==> src/rtl/pa_lsu_sram_arb_pkg.sv <==
// pa_lsu_sram_arb_pkg: state encoding and byte-enable to bit-mask helper shared by the LSU SRAM wrappers.
package pa_lsu_sram_arb_pkg;
  typedef enum logic {ST_INIT, ST_RUN} state_e;
  localparam int LSU_SRAM_DW = 32;
  localparam int LSU_SRAM_BE = LSU_SRAM_DW / 8;
  function automatic logic [LSU_SRAM_DW-1:0] be_to_wen(input logic [LSU_SRAM_BE-1:0] be);
    logic [LSU_SRAM_DW-1:0] wen;
    for (int k = 0; k < LSU_SRAM_BE; k++) wen[8*k +: 8] = {8{~be[k]}};
    return wen;
  endfunction
endpackage

==> src/rtl/pa_lsu_sram_init_seq.sv <==
// pa_lsu_sram_init_seq: post-reset zero-fill sweep counter; raises init_done once every entry is written.
module pa_lsu_sram_init_seq
  import pa_lsu_sram_arb_pkg::*;
#(
  parameter int ADDR_WIDTH = 7
) (
  input  logic                  forever_cpuclk,
  input  logic                  cpurst_b,
  output logic                  init_done,
  output logic [ADDR_WIDTH-1:0] init_addr
);
  state_e                state_q, state_d;
  logic [ADDR_WIDTH-1:0] cnt_q, cnt_d;
  logic                  done_q, done_d;
  always_comb begin
    state_d = state_q;
    cnt_d   = cnt_q;
    done_d  = done_q;
    if (state_q == ST_INIT) begin
      cnt_d = cnt_q + 1'b1;
      if (&cnt_q) begin
        state_d = ST_RUN;
        done_d  = 1'b1;
      end
    end
  end
  always_ff @(posedge forever_cpuclk or negedge cpurst_b) begin
    if (!cpurst_b) begin
      state_q <= ST_INIT;
      cnt_q   <= '0;
      done_q  <= 1'b0;
    end else begin
      state_q <= state_d;
      cnt_q   <= cnt_d;
      done_q  <= done_d;
    end
  end
  assign init_done = done_q;
  assign init_addr = cnt_q;
endmodule

==> src/rtl/pa_lsu_sram_arb.sv <==
// pa_lsu_sram_arb: two-port arbiter for the shared LSU SRAM macro with port-1 anti-starvation,
// post-reset zero-fill and per-port read-valid return.
module pa_lsu_sram_arb
  import pa_lsu_sram_arb_pkg::*;
#(
  parameter int ADDR_WIDTH = 7,
  parameter int DATA_WIDTH = 32,
  parameter int STARVE_MAX = 7,
  parameter int CNT_WIDTH  = 3
) (
  input  logic                    forever_cpuclk,
  input  logic                    cpurst_b,
  input  logic                    p0_req,
  input  logic                    p0_wr,
  input  logic [ADDR_WIDTH-1:0]   p0_addr,
  input  logic [DATA_WIDTH-1:0]   p0_wdata,
  input  logic [DATA_WIDTH/8-1:0] p0_be,
  output logic                    p0_gnt,
  output logic                    p0_rvld,
  output logic [DATA_WIDTH-1:0]   p0_rdata,
  input  logic                    p1_req,
  input  logic                    p1_wr,
  input  logic [ADDR_WIDTH-1:0]   p1_addr,
  input  logic [DATA_WIDTH-1:0]   p1_wdata,
  input  logic [DATA_WIDTH/8-1:0] p1_be,
  output logic                    p1_gnt,
  output logic                    p1_rvld,
  output logic [DATA_WIDTH-1:0]   p1_rdata,
  output logic                    init_done,
  output logic [ADDR_WIDTH-1:0]   sram_a,
  output logic                    sram_cen,
  output logic                    sram_gwen,
  output logic [DATA_WIDTH-1:0]   sram_wen,
  output logic [DATA_WIDTH-1:0]   sram_d,
  input  logic [DATA_WIDTH-1:0]   sram_q
);
  localparam logic [CNT_WIDTH-1:0] STARVE_TOP = CNT_WIDTH'(STARVE_MAX);
  logic [ADDR_WIDTH-1:0]   init_addr;
  logic [CNT_WIDTH-1:0]    starve_q, starve_d;
  logic                    p0_rvld_q, p0_rvld_d, p1_rvld_q, p1_rvld_d;
  logic                    run, any_gnt, wr_sel;
  logic [DATA_WIDTH/8-1:0] be_sel;
  pa_lsu_sram_init_seq #(.ADDR_WIDTH(ADDR_WIDTH)) u_init_seq (
    .forever_cpuclk(forever_cpuclk),
    .cpurst_b      (cpurst_b),
    .init_done     (init_done),
    .init_addr     (init_addr)
  );
  always_comb begin
    run       = init_done & cpurst_b;
    p1_gnt    = run & p1_req & (~p0_req | (starve_q == STARVE_TOP));
    p0_gnt    = run & p0_req & ~p1_gnt;
    any_gnt   = p0_gnt | p1_gnt;
    starve_d  = (~p1_req | p1_gnt) ? '0 : (starve_q == STARVE_TOP) ? starve_q : starve_q + 1'b1;
    p0_rvld_d = p0_gnt & ~p0_wr;
    p1_rvld_d = p1_gnt & ~p1_wr;
    wr_sel    = p1_gnt ? p1_wr : p0_wr;
    be_sel    = p1_gnt ? p1_be : p0_be;
    // Before init_done the macro is owned by the zero-fill sweep.
    sram_a    = !init_done ? init_addr : p1_gnt ? p1_addr : p0_addr;
    sram_d    = !init_done ? '0 : p1_gnt ? p1_wdata : p0_wdata;
    sram_cen  = ~cpurst_b | (init_done & ~any_gnt);
    sram_gwen = init_done & ~(any_gnt & wr_sel);
    sram_wen  = !init_done ? '0 : (any_gnt & wr_sel) ? be_to_wen(be_sel) : '1;
  end
  always_ff @(posedge forever_cpuclk or negedge cpurst_b) begin
    if (!cpurst_b) begin
      starve_q  <= '0;
      p0_rvld_q <= 1'b0;
      p1_rvld_q <= 1'b0;
    end else begin
      starve_q  <= starve_d;
      p0_rvld_q <= p0_rvld_d;
      p1_rvld_q <= p1_rvld_d;
    end
  end
  assign p0_rvld  = p0_rvld_q;
  assign p1_rvld  = p1_rvld_q;
  assign p0_rdata = sram_q;
  assign p1_rdata = sram_q;
endmodule

==> config.mk <==
export PLATFORM = sky130hd
export DESIGN_NAME = pa_lsu_sram_arb
export DESIGN_NICKNAME = d
export VERILOG_FILES = /design/src/rtl/pa_lsu_sram_arb_pkg.sv /design/src/rtl/pa_lsu_sram_init_seq.sv /design/src/rtl/pa_lsu_sram_arb.sv
export SDC_FILE = /design/constraint.sdc
export NUM_CORES = 1
export LEC_CHECK = 0
export BUFFER_PORTS_ARGS = -buffer_cell sky130_fd_sc_hd__buf_2
export CAP_MARGIN = 30
export CORE_AREA = 2 2 102 104
export CTS_CLUSTER_SIZE = 14
export DETAILED_ROUTE_END_ITERATION = 12
export DIE_AREA = 0 0 104 106
export PLACE_DENSITY_LB_ADDON = 0.1
export SYNTH_ARGS = -nofsm -noshare
export SYNTH_HDL_FRONTEND = slang
export SYNTH_SLANG_ARGS = --single-unit
==> constraint.sdc <==
create_clock -name forever_cpuclk -period 2.5 [get_ports forever_cpuclk]
set_input_delay 0.25 -clock forever_cpuclk [delete_from_list [all_inputs] [get_ports forever_cpuclk]]
set_output_delay 0.25 -clock forever_cpuclk [all_outputs]
set_load 0.03 [all_outputs]
======== Word level (Yosys, flattened, before mapping) ========
Index checks and enable logic that the tools add are counted.
word-level totals
  register bits after elaboration ......... 14
  input bits .............................. 124
  output and inout bits ................... 142
  word-level logic and storage cells ...... 51
operators by class
  $add $sub $neg .......................... 2
  equality and inequality tests ........... 2
  muxes and demuxes ....................... 12
  bitwise gates (word level) .............. 27
  reductions and logical operators ........ 2
operators by type and width
  operator               number
  $mux W32               4
  $mux W7                2
  $not A1 Y1             13
  $and A1 B1 Y1          10
  $reduce_and A8 Y1      1
  $add A7 B1 Y7 const B  1
  $reduce_and A7 Y1      1
  $mux W3                2
  $mux W4                1
  $or A1 B1 Y1           4
  $add A3 B1 Y3 const B  1
  $eq A3 B3 Y1 const B   1
  $mux W1                3
  $ne A2 B2 Y1 const B   1

======== Depth between registers and ports, before layout ========
  word-level depth ........................ 9
  depth in mapped cells ................... 8

======== Hierarchy ========
A second synthesis with hierarchy kept.
second synthesis, totals
  cell total of the unflattened synthesis .. 296
  area total of the unflattened synthesis .. 2133.3 um^2
modules (own cells, without submodules)
  module                times used  cells an instance  area each (um^2)  seq. area each (um^2)
  pa_lsu_sram_arb       1           269                1757.9            125.1
  pa_lsu_sram_init_seq  1           27                 375.4             225.2

======== Least setup slack after synthesis ========
OpenSTA, ideal clock, no wires.
  path type ............................... flip-flop to output port
  start ................................... register starve_q[0]
  end ..................................... output sram_wen[10]
  data arrival time ....................... 2.327 ns
  data required time ...................... 2.250 ns
  slack ................................... -0.077 ns
  stages on the path, launching flop included .. 8
  cells stage by stage .................... dfrtp_1 > ha_1 > ha_1 > buf_4 > nand2b_2 > and3_4 > a221oi_2 > buf_4
between the ends
  word-level cells in the longest chain between the ends .. 9
  elaborated cells between the ends (all ways) .. 12
  those cells by class .................... eq/ne (1); mux (4); bitwise (7)
ends and longest elaborated chain
  item                       line                   text
  start: declaration         pa_lsu_sram_arb.sv:39  logic [CNT_WIDTH-1:0] starve_q, starve_d;
  start signal: assignment   pa_lsu_sram_arb.sv:72  starve_q <= starve_d;
  $eq A3 B3 Y1 (*)           pa_lsu_sram_arb.sv:51  p1_gnt = run & p1_req & (~p0_req | (starve_q == STARVE_TOP));
  $or A1 B1 Y1 (*)           pa_lsu_sram_arb.sv:51
  $and A1 B1 Y1 (*)          pa_lsu_sram_arb.sv:51
  $not A1 Y1                 pa_lsu_sram_arb.sv:52  p0_gnt = run & p0_req & ~p1_gnt;
  $and A1 B1 Y1              pa_lsu_sram_arb.sv:52
  $or A1 B1 Y1               pa_lsu_sram_arb.sv:53  any_gnt = p0_gnt | p1_gnt;
  $and A1 B1 Y1              pa_lsu_sram_arb.sv:64  sram_wen = !init_done ? '0 : (any_gnt & wr_sel) ? be_to_wen(be_sel) : '1;
  $mux W32 (*) (2 in a row)  pa_lsu_sram_arb.sv:64
  end: declaration           pa_lsu_sram_arb.sv:33  output logic [DATA_WIDTH-1:0] sram_wen,
Mark *: on every way between the ends. The rest lies on a longest branch, timed or not.

======== Final worst setup path ========
  start ................................... register starve_q[0]
  end ..................................... output sram_wen[31]
Same word-level chain as after synthesis.

==> impl_metrics.ini <==
[run_status]
outcome = finished with violations
violations = hold timing

[critical_path]
cp_data_required_time_ns = 2.25
reg2reg_to = starve_q[1]$_DFFE_PN0P_
cp-start-kind = register
cp-end-kind = primary output
slowest_stage = a221oi_4
reg2reg_depth = 6
rrSetupSlack_ns = 0.81
critPathTopFamily = compound AO/OA/AOI/OAI gates
crit_path_start = starve_q[0]$_DFFE_PN0P_
arrival_ns = 2.11
path_max_fanout = 8
critical_path.max_stage_delay_ns = 0.44
path_cells = ha_1 -> ha_2 -> nand2_1 -> and3_1 -> a221oi_4 -> buf_2
critical_path_cell_count = 6
cp_num_buf_inv = 1
rr_startpoint = starve_q[0]$_DFFE_PN0P_
path_class = register to primary output

[routing]
first_iter_violations = 65
first_pass_iters = 4
drc = 0
drt-total-wl_um = 7140
ant_nets = 0
vias_per_cell = 4.293
post_drt_wl_per_cell_um = 14.14
vias = 2168

[synthesis]
yosys_warnings = 0
synth_area_um2 = 2122
synth_seq_area_share = 0.1651
synth_ff_type = dfrtp_1
synthCells = 297
synthesis.nets = 424
async_flop_share = 1.000
synth_cell_types = 32
ys_ff_latch = 14
avgSynthCellArea_um2 = 7.145
synth_edf_count = 0

[grt]
overflow = 0
grt_pass1_vias = 2103
grt_pass1_wl_um = 10560
antenna_found_initial = 0
grtUsageTotal = 0.1169
grt_max_degree = 40

[clock_tree]
cts_root_buf = clkbuf_8
htreeDepth = 1
clk_latency_ns = 0.25
clk_path_buf_depth = 2
cts_tree = built
clk_pin_slew_ns = 0.06
clock-sinks = 14
cts_made_buffers = 3

[cells_and_area]
areaGrowthSynthToFinish_pct = 18.69
fin_area_um2 = 2519
layout_common_cells = buf_2 (169), nand2_1 (36), o21ai_1 (33)
drive_gt1_frac = 0.5257
utilization = 0.2519
layout_commonest_cell = buf_2
final_cells = 505
nNetsFinal = 497
antennaDiodeCount = 0

[floorplan]
coreArea_um2 = 10000
num_rows = 37
start_util = 0.2122
ioPinCount = 266
die_h_um = 106
dieArea_um2 = 11020
die_x_um = 104

[place]
gp_congestion = 0.6989
placed_cell_area_um2 = 2381
port_buffers = 169
hpwl_um = 5263
dp_cells = 498

[sta]
maxSlewViolCount = 0
fin_crit_sh = 0.9434
fin_crit_ns = 2.359
finClkSkew_ns = 0.002082
grt_setup_unrepaired = false
slew_headroom = 0.6334
fmax_ghz = 0.4240
finalSetupViolCount = 0
hold_viol = 4
worst_pin_slew_ns = 0.5493
whs_ns = -0.003790

[pwr]
finalPower_uw = 585.1
worst_ir_drop_vdd_uv = 186.6
powerDensity_nw_per_um2 = 232.3
p_leak_nw = 1.347

[hold_path]
min_path_type = input port to async pin

[run]
max_cap_viol_count = 0
[Yosys cell counts, types with 2 or more instances]
cell      number  area [um^2]
buf_4         95        713.2
nand2_1       36        135.1
o21ai_1       33        165.2
nand3_1       32        160.2
dfrtp_1       14        350.3
nor2_1        12        45.04
buf_2          8        40.04
o21ai_0        8        40.04
a21oi_1        7        35.03
a31oi_1        7        43.79
clkbuf_1       5        18.77
a221oi_2       4        60.06
buf_6          4        45.04
xnor2_1        4        35.03
and3_1         3        18.77
ha_1           3        37.54
xor2_1         3        26.28
mux2i_1        2        20.02
nand4b_1       2        17.52
nor2b_1        2        12.51
nor3_1         2        10.01
[through the flow]
stage	setup TNS, ns	setup WS (ns)	hold slack, ns
floorplan	-2.163	-0.07725	-0.04559
global placement	0	0.1964	0.1460
detailed placement	0	0.1876	0.1483
CTS	-0.2955	-0.01634	0.009976
global route	0	0.001590	0.02583
finish	0	0.1414	-0.003790
[report_power, final]
part           internal [mW]  leakage [nW]  switching, mW
Sequential             0.231         0.179        0.00262
Clock                  0.140        0.0288         0.0902
Combinational         0.0636          1.14         0.0582
Total                  0.434          1.35          0.151
[layout make-up]
type                    count  area (um^2)
fillers                  1183         7481
multi-input cells         171         1012
repair buffers            179        927.1
flip-flops and latches     14        350.3
well taps                 136        170.2
clock buffers               4        55.05
inverters                   1        3.754
[what timing repair did]
item                       4_1_cts  5_1_grt
hold endpoints to repair         7        0
pin swaps                        0        5
setup buffers                    0        1
setup endpoints to repair       32       72
gates resized for setup          1        7
hold buffers                     1        0
gates cloned                     0        1
[logic make-up (layout without fill, tap and decap cells)]
logic type | after synthesis | after routing | share of synthesized area
buf+inv | 113 | 184 | 0.3868
simple gates | 96 | 97 | 0.2176
compound gates | 61 | 61 | 0.1692
flops | 14 | 14 | 0.1651
xor+xnor | 7 | 7 | 0.02889
fa+ha+maj | 3 | 3 | 0.01769
mux | 3 | 3 | 0.01474
[sequential cells by signal, indices dropped and copies added, names as in the netlist]
| signal | flops |
|---|---|
| u_init_seq.init_addr | 7 |
| p1_rvld | 1 |
| u_init_seq.state_q | 1 |
| u_init_seq.init_done | 1 |
| p0_rvld | 1 |
| starve_q | 3 |
[worst reg2reg max path, cell delays in order, from the launching register on]
cell	delay, ns
dfrtp_1	0.39
ha_1	0.20
ha_2	0.22
nor2b_2	0.31
buf_4	0.25
o21ai_1	0.13
nor2_1	0.13
[routing by layer]
layer  global-route usage  routed length (um)  vias to the layer above
li1                     -                   -                     1058
met1               0.1400                2936                      978
met2               0.2054                3461                      107
met3              0.03801                 632                       25
met4              0.02317                 108                        0
met5                    0                   0                        -
[worst max-delay path by stage]
stage	endpoint	slack [ns]
finish	sram_wen[31]	0.14
global route	sram_a[6]	0.002
CTS	sram_wen[3]	-0.02
detailed placement	sram_wen[14]	0.19
global placement	sram_wen[13]	0.20
floorplan	sram_wen[10]	-0.08
Power figures use the tool's default switching activity.
